[config.mk]
export PLATFORM = sky130hd
export DESIGN_NAME = fix_ascii_streamer
export DESIGN_NICKNAME = d
export VERILOG_FILES = /design/src/rtl/fix_ascii_streamer.sv
export SDC_FILE = /design/constraint.sdc
export NUM_CORES = 1
export LEC_CHECK = 0
export CORE_ASPECT_RATIO = 0.8
export CORE_MARGIN = 5
export CORE_UTILIZATION = 52
export DETAILED_ROUTE_END_ITERATION = 16
export PLACE_DENSITY = 0.8
export SKIP_CTS_REPAIR_TIMING = 1
export SYNTH_ARGS = -nofsm -noshare
export SYNTH_HDL_FRONTEND = slang
export SYNTH_SLANG_ARGS = --single-unit
[constraint.sdc]
create_clock -name clk -period 3.4 [get_ports clk]
set_clock_uncertainty 0.15 [all_clocks]
set_input_delay 0.34 -clock clk [delete_from_list [all_inputs] [get_ports clk]]
set_output_delay 0.34 -clock clk [all_outputs]
set_load 0.02 [all_outputs]
[src/rtl/fix_ascii_streamer.sv]
// fix_ascii_streamer
// Output stage of the float-to-fixed display path. Captures a sign bit and two
// 4-character ASCII words (integer part, fraction part) and streams them as one
// text line over a valid/ready byte interface:
//   sign, integer digits, '.', fraction digits, CR, LF
// With SUPPRESS_LZ=1 leading '0' integer digits are dropped, but the last
// integer digit is always sent.
//
// Ports:
//   clk           rising-edge clock
//   rst           asynchronous active-high reset
//   i_start       one-cycle line request, honoured only while o_busy=0
//   i_sign        1 -> '-', 0 -> '+'
//   i_int_ascii   integer digits, MSB byte = most significant digit
//   i_frac_ascii  fraction digits, MSB byte = first digit after the point
//   o_data        current byte (registered)
//   o_valid       o_data holds a byte to transfer (registered)
//   i_ready       downstream accepts the byte at this edge
//   o_busy        a line is captured and not yet fully sent
//   o_done        one-cycle pulse in the cycle after the LF byte transfers
module fix_ascii_streamer #(
  parameter bit SUPPRESS_LZ = 1'b1
) (
  input  logic        clk,
  input  logic        rst,
  input  logic        i_start,
  input  logic        i_sign,
  input  logic [31:0] i_int_ascii,
  input  logic [31:0] i_frac_ascii,
  output logic [7:0]  o_data,
  output logic        o_valid,
  input  logic        i_ready,
  output logic        o_busy,
  output logic        o_done
);

  typedef enum logic [2:0] {
    S_IDLE,
    S_SIGN,
    S_INT,
    S_DOT,
    S_FRAC,
    S_CR,
    S_LF
  } state_t;

  localparam logic [7:0] CH_PLUS  = 8'h2B;
  localparam logic [7:0] CH_MINUS = 8'h2D;
  localparam logic [7:0] CH_DOT   = 8'h2E;
  localparam logic [7:0] CH_CR    = 8'h0D;
  localparam logic [7:0] CH_LF    = 8'h0A;
  localparam logic [7:0] CH_ZERO  = 8'h30;

  state_t      state, state_n;
  logic [1:0]  idx, idx_n;
  logic        sign_q, sign_n;
  logic [31:0] int_q, int_n;
  logic [31:0] frac_q, frac_n;
  logic [7:0]  data_n;
  logic        valid_n;
  logic        done_n;
  logic [1:0]  start_idx;
  logic        xfer;

  // Byte i of a 4-character word, i=0 being the most significant byte.
  function automatic logic [7:0] pick_byte(input logic [31:0] w, input logic [1:0] i);
    logic [7:0] b;
    case (i)
      2'd0:    b = w[31:24];
      2'd1:    b = w[23:16];
      2'd2:    b = w[15:8];
      default: b = w[7:0];
    endcase
    return b;
  endfunction

  assign xfer   = o_valid & i_ready;
  assign o_busy = (state != S_IDLE);

  // First integer digit to send, decided from the live input at capture time.
  // Any byte other than '0' ends suppression; digit 3 is never skipped.
  always_comb begin
    start_idx = 2'd0;
    if (SUPPRESS_LZ) begin
      if (i_int_ascii[31:24] != CH_ZERO)      start_idx = 2'd0;
      else if (i_int_ascii[23:16] != CH_ZERO) start_idx = 2'd1;
      else if (i_int_ascii[15:8] != CH_ZERO)  start_idx = 2'd2;
      else                                    start_idx = 2'd3;
    end
  end

  // Next-state logic. The outgoing byte is derived from the next state and
  // index so o_data/o_valid can be registered without a bubble: when no
  // transfer happens everything holds and o_data stays stable.
  always_comb begin
    state_n = state;
    idx_n   = idx;
    sign_n  = sign_q;
    int_n   = int_q;
    frac_n  = frac_q;
    done_n  = 1'b0;
    data_n  = o_data;

    case (state)
      S_IDLE: begin
        if (i_start) begin
          sign_n  = i_sign;
          int_n   = i_int_ascii;
          frac_n  = i_frac_ascii;
          idx_n   = start_idx;
          state_n = S_SIGN;
        end
      end
      S_SIGN: begin
        if (xfer) state_n = S_INT;
      end
      S_INT: begin
        if (xfer) begin
          if (idx == 2'd3) begin
            state_n = S_DOT;
            idx_n   = 2'd0;
          end else begin
            idx_n = idx + 2'd1;
          end
        end
      end
      S_DOT: begin
        if (xfer) state_n = S_FRAC;
      end
      S_FRAC: begin
        if (xfer) begin
          if (idx == 2'd3) state_n = S_CR;
          else             idx_n   = idx + 2'd1;
        end
      end
      S_CR: begin
        if (xfer) state_n = S_LF;
      end
      S_LF: begin
        if (xfer) begin
          state_n = S_IDLE;
          done_n  = 1'b1;
        end
      end
      default: state_n = S_IDLE;
    endcase

    case (state_n)
      S_SIGN:  data_n = sign_n ? CH_MINUS : CH_PLUS;
      S_INT:   data_n = pick_byte(int_n, idx_n);
      S_DOT:   data_n = CH_DOT;
      S_FRAC:  data_n = pick_byte(frac_n, idx_n);
      S_CR:    data_n = CH_CR;
      S_LF:    data_n = CH_LF;
      default: data_n = o_data;
    endcase

    valid_n = (state_n != S_IDLE);
  end

  // State, capture and output registers.
  always_ff @(posedge clk or posedge rst) begin
    if (rst) begin
      state   <= S_IDLE;
      idx     <= 2'd0;
      sign_q  <= 1'b0;
      int_q   <= 32'h0;
      frac_q  <= 32'h0;
      o_data  <= 8'h00;
      o_valid <= 1'b0;
      o_done  <= 1'b0;
    end else begin
      state   <= state_n;
      idx     <= idx_n;
      sign_q  <= sign_n;
      int_q   <= int_n;
      frac_q  <= frac_n;
      o_data  <= data_n;
      o_valid <= valid_n;
      o_done  <= done_n;
    end
  end

endmodule

==> flow_summary.yaml, run 1 <==
run_status:
  status: "complete, no violations"
floorplanning:
  die_y_um: 89.9
  fp.coreArea_sq_um: 7870
  die_area_sq_um: 9890
  row_count: 29
  ios: 80
  die_w_um: 110
  start_util_pct: 52.8
critical_path:
  cp-start-kind: "register"
  slowest_delay_ns: 0.50
  endpoint_kind: "register"
  worstPathCellList: "nor4b_4 > buf_4 > nand3_2 > o221ai_2 > inv_2 > or3_1 > a21oi_1 > a211o_1"
  cp_num_buf_inv: 2
  slowest_stage: "dfrtp_1"
  crit_required_ns: 3.56
  path_delay_family: "simple AND/OR/NAND/NOR gates"
  critPathMaxFanout: 12
  arrival_ns: 3.12
  path_class: "register to register"
sta:
  maxSlewHeadroom_pct: 48.9
  max_freq_mhz: 338
  tightestPinTransition_ns: 0.765
  finalMaxSlewViolations: 0
  setup-tns-final_ns: 0
  post-route-min-period_ns: 2.96
  rsz0062_at_grt: "no"
  finalHoldViolations: 0
  setup_viol: 0
  hold_ws_ns: 0.280
  min_period_over_period_pct: 87.1
global_route:
  grt_pass1_wl_mm: 17.1
  antenna_found_initial: 0
  gr-total-overflow: 0
  grt_usage_pct: 22.6
  grt_pass1_vias: 3255
  grt_max_degree: 39
power:
  peakVddDrop_mv: 0.543
  power_w: 0.00474
  powerDensity_nw_per_um2: 900
  p_leak_nw: 2.10
yosys:
  ys_seq_area_share_pct: 48.2
  syn_area_per_cell_sq_um: 12.2
  synthFlopType: "dfrtp_1"
  synth_fp_nets: 413
  async_flop_share_pct: 100
  synth_warnings: 0
  synth_edf_count: 0
  syn-cell-area_sq_um: 4150
  synthCells: 341
  synthDistinctLibCells: 74
  ys_ff_latch: 80
cells_and_area:
  nets: 500
  layout.cells.non_filler: 541
  n_antenna_cell: 0
  layout-drive-gt1-share_pct: 27.9
  area_growth_pct: 26.8
  final_cell_mix: "80 x dfrtp_1, 79 x clkdlybuf4s50_1, 64 x mux2_2"
  fillCellCount: 630
  layout_commonest_cell: "dfrtp_1"
detailed_routing:
  route.detailed.drc: 0
  routedWlPerCell_um: 20.0
  vias: 3198
  drt-initial-drc-count: 225
  ant_nets: 0
  drt_wl_total_mm: 10.8
  firstDrtPassIters: 4
  vias_per_cell: 5.91
clocking:
  clock_sinks: 80
  cts_tree: "yes"
  clock_latency_ns: 0.37
  ctsHtreeMaxLevel: 3
  clk_path_buf_depth: 2
  path_clk_slew_ns: 0.09
  root_buffer: "clkbuf_8"
  numCtsBuffers: 9
job:
  max-cap-violations: 0
placement:
  dp_hpwl_mm: 8.30
  port_buffers: 79
  place_inst: 525
  globalplace.congestion: 0.886
worst_hold_path:
  hold_path_class: "input pin to asynchronous set/reset pin"
-- worst register-to-register path, cell delays in order, from the launching register on --
cell and delay (ns):
dfrtp_1 0.50, nor4b_4 0.48, buf_4 0.21, nand3_2 0.11, o221ai_2 0.41, inv_2 0.23, or3_1 0.44, a21oi_1 0.25
a211o_1 0.13
-- synth_stat cells (all sizes together) (2+ instances only) --
library cell | number | share of area [%]
dfrtp | 80 | 48
mux2 | 64 | 17
a21oi | 19 | 2.3
buf | 19 | 3.4
nand2 | 16 | 1.4
nor2 | 11 | 1.4
mux2i | 10 | 2.4
o21ai | 10 | 1.2
inv | 8 | 0.72
a22oi | 7 | 1.3
nor3 | 7 | 0.96
a31oi | 5 | 1.1
nand3 | 5 | 0.72
nor4b | 5 | 1.2
a22o | 4 | 0.84
nand2b | 4 | 0.60
o211ai | 4 | 0.96
o221ai | 4 | 1.1
or2 | 4 | 0.60
a211o | 3 | 0.63
a21boi | 3 | 0.54
ha | 3 | 0.90
or3 | 3 | 0.57
or3b | 3 | 0.69
a21o | 2 | 0.36
and2 | 2 | 0.30
nand4 | 2 | 0.30
nand4b | 2 | 0.42
nor3b | 2 | 0.36
nor4 | 2 | 0.30
nor4bb | 2 | 0.48
o21a | 2 | 0.36
o31ai | 2 | 0.69
-- flip-flops by register name, summed over array words and instances (netlist names) --
register / count
sign_q: 1
o_data: 8
int_q: 32
o_valid: 1
o_done: 1
idx: 2
frac_q: 32
state: 3
-- cell type report --
cell class	instances	area (sq um)	share of cell area, %
Clock buffer	9	124	2.35
Clock inverter	7	60.1	1.14
Inverter	9	38.8	0.736
Multi-Input combinational cell	232	1980	37.5
Sequential cell	80	2000	38.0
Tap cell	108	135	2.56
Timing Repair Buffer	96	931	17.7
-- report_power, final --
group | leakage (nW) | internal (W) | switching (W)
clock | 0.0912 | 0.000278 | 0.000385
sequential | 0.949 | 0.00142 | 0.000182
combinational | 1.06 | 0.00115 | 0.00133
total | 2.10 | 0.00284 | 0.00190
-- logic make-up (layout without fill, tap and decap cells) --
group                      Yosys count  in the layout  share of synthesized area [%]
buffers and inverters               29            121                           4.40
adders and majority gates            3              3                          0.904
DFF                                 80             80                           48.2
and+or+nand+nor                     75             75                           11.4
muxes                               74             74                           19.8
AOI/OAI and AO/OA                   80             80                           15.4
-- routing by layer --
metal  global-route usage, %  up-vias  routed length, um
li1                        -     1446                  -
met1                    33.4     1576               4830
met2                    32.2      160               4800
met3                    7.09       16               1040
met4                    5.50        0                166
met5                       0        -                  0
-- path summary, 6_finish.rpt --
path | startpoint | end | slack, ns | cells past startpoint
hold / removal | rst | int_q[3]$_DFF_PP0_ | 0.28 | 2
setup / recovery | state[2]$_DFF_PP0_ | o_data[2]$_DFFE_PP0P_ | 0.44 | 8
max in group asynchronous | rst | frac_q[18]$_DFF_PP0_ | 2.05 | 3
min in group clk | int_q[12]$_DFF_PP0_ | int_q[12]$_DFF_PP0_ | 0.35 | 1
hold reg to reg | int_q[12]$_DFF_PP0_ | int_q[12]$_DFF_PP0_ | 0.35 | 1
setup reg to reg | state[2]$_DFF_PP0_ | o_data[2]$_DFFE_PP0P_ | 0.44 | 8
-- per-stage QoR --
stage,util (%),area (sq um),setup WS [ns]
3_5_place_dp,64.6,5080,0.200
6_report,66.9,5270,0.439
2_1_floorplan,-,4150,0.776
5_1_grt,66.9,5270,0.277
4_1_cts,66.9,5270,0.494
3_3_place_gp,64.6,5080,0.268
(Power assumes the default switching activity.)
==> inputs of run 2 (changes only) <==
CTS_CLUSTER_DIAMETER = 40   (was unset)
GPL_TIMING_DRIVEN = 1   (was unset)
==> results of run 2 <==
The final DEF is identical to that of run 1; final timing and power are the same.
==> inputs of run 3 (changes only) <==
CTS_CLUSTER_SIZE = 40   (was unset)
PLACE_DENSITY = unset   (was 0.8)
PLACE_DENSITY_LB_ADDON = 0.05   (was unset)
==> run 3 against run 2 <==
Effect of this change: design area grew 0.74%; critical path depth is the same; sequential share of layout area shrank 0.28 points; worst hold slack lost 0.20 ns; first-iteration DRC count shrank 38%; via count shrank 4.1%; sequential power is essentially flat; combinational power shrank 2%; flip-flop and latch count is the same; cell count shrank 0.74%; critical path type unchanged; largest power group unchanged; highest routed layer unchanged.
==> flow_summary.yaml, run 3 (synthesized netlist as in run 1, its figures left out) <==
clocking:
  clock_latency_ns: 0.36
  numCtsBuffers: 9
  ctsHtreeMaxLevel: 3
  cts_tree: "yes"
  clk_path_buf_depth: 2
  clock_sinks: 80
  root_buffer: "clkbuf_8"
  path_clk_slew_ns: 0.09
cells_and_area:
  n_antenna_cell: 0
  final_cell_mix: "80 x dfrtp_1, 79 x clkdlybuf4s50_1, 64 x mux2_2"
  layout-drive-gt1-share_pct: 27.3
  area_growth_pct: 27.8
  layout_commonest_cell: "dfrtp_1"
  largest_registers: "frac_q x32, int_q x32, o_data x8"
  layout.cells.non_filler: 537
  nets: 496
  fillCellCount: 632
power:
  power_w: 0.00492
  p_leak_nw: 2.11
  powerDensity_nw_per_um2: 927
  peakVddDrop_mv: 0.555
detailed_routing:
  routedWlPerCell_um: 19.6
  route.detailed.drc: 0
  firstDrtPassIters: 4
  vias: 3068
  ant_nets: 0
  drt-initial-drc-count: 140
  drt_wl_total_mm: 10.5
  vias_per_cell: 5.71
critical_path:
  endpoint_kind: "register"
  path_class: "register to register"
  r2r-start: "state[1]$_DFF_PP0_"
  worstSetupEndpoint: "o_data[2]$_DFFE_PP0P_"
  reg2reg_to: "o_data[2]$_DFFE_PP0P_"
  reg2reg_depth: 8
  crit_required_ns: 3.49
  cp-start-kind: "register"
  r2r_slack_ns: 0.36
  critPathMaxFanout: 23
  critical_path.startpoint: "state[1]$_DFF_PP0_"
  arrival_ns: 3.13
floorplanning:
  die_w_um: 110
  die_y_um: 89.9
  start_util_pct: 52.8
  ios: 80
  row_count: 29
  die_area_sq_um: 9890
  fp.coreArea_sq_um: 7870
run_status:
  status: "complete, no violations"
sta:
  setup-tns-final_ns: 0
  rsz0062_at_grt: "no"
  finalHoldViolations: 0
  min_period_over_period_pct: 89.4
  tightestPinTransition_ns: 0.677
  setup_slack_ns: 0.361
  maxSlewHeadroom_pct: 54.9
  hold_ws_ns: 0.0773
  max_freq_mhz: 329
  post-route-min-period_ns: 3.04
  setup_viol: 0
  finalMaxSlewViolations: 0
job:
  max-cap-violations: 0
global_route:
  grt_pass1_vias: 3246
  antenna_found_initial: 0
  grt_pass1_wl_mm: 16.9
  grt_usage_pct: 22.0
  grt_max_degree: 42
  gr-total-overflow: 0
placement:
  pre_cts_ws_ns: 0.212
  globalplace.congestion: 0.852
  dp_hpwl_mm: 7.90
  place_inst: 521
  port_buffers: 79
worst_hold_path:
  hold_path_class: "input pin to asynchronous set/reset pin"
==> run 3: metal layers <==
| metal | vias to the layer above | wire length [um] | global-route usage (%) |
|---|---|---|---|
| met5 | - | 0 | 0 |
| met4 | 0 | 63 | 5.30 |
| met3 | 6 | 742 | 4.94 |
| met2 | 105 | 4710 | 32.1 |
| met1 | 1518 | 4980 | 33.2 |
| li1 | 1439 | - | - |
==> run 3: how the worst min path moves through the flow <==
stage,end,slack (ns),cells after the start
after global routing,o_data[6]$_DFFE_PP0P_,0.10,2
after CTS,o_data[6]$_DFFE_PP0P_,0.09,2
after global placement,frac_q[1]$_DFF_PP0_,0.33,1
final,o_data[6]$_DFFE_PP0P_,0.08,2
after detailed placement,frac_q[11]$_DFF_PP0_,0.34,1
after floorplan,frac_q[28]$_DFF_PP0_,0.32,1
==> run 3: cell type report <==
cell class	instances	area [sq um]	share of cell area (%)
timing repair buffer	92	901	17.0
clock inverter	6	115	2.17
inverter	9	38.8	0.731
multi-input combinational	232	1980	37.3
tap	108	135	2.55
sequential	80	2000	37.7
clock buffer	10	138	2.59
==> run 3: critical path, stage by stage, from the launching register on <==
cell,delay (ns)
dfrtp_1,0.63
or3b_4,0.50
a31oi_4,0.27
nor2_4,0.11
nor2_4,0.41
clkinv_4,0.24
mux2i_1,0.22
mux2i_1,0.10
a211o_1,0.29
==> run 3: metrics by stage <==
step | instance area (sq um) | util, %
6_report | 5310 | 67.4
4_1_cts | 5310 | 67.4
5_1_grt | 5310 | 67.4
2_1_floorplan | 4150 | -
3_3_place_gp | 5050 | 64.2
3_5_place_dp | 5050 | 64.2
==> run 3: power breakdown <==
part	switching [W]	internal [W]
clock	0.000366	0.000513
combinational	0.00128	0.00114
sequential	0.000211	0.00142
total	0.00186	0.00307
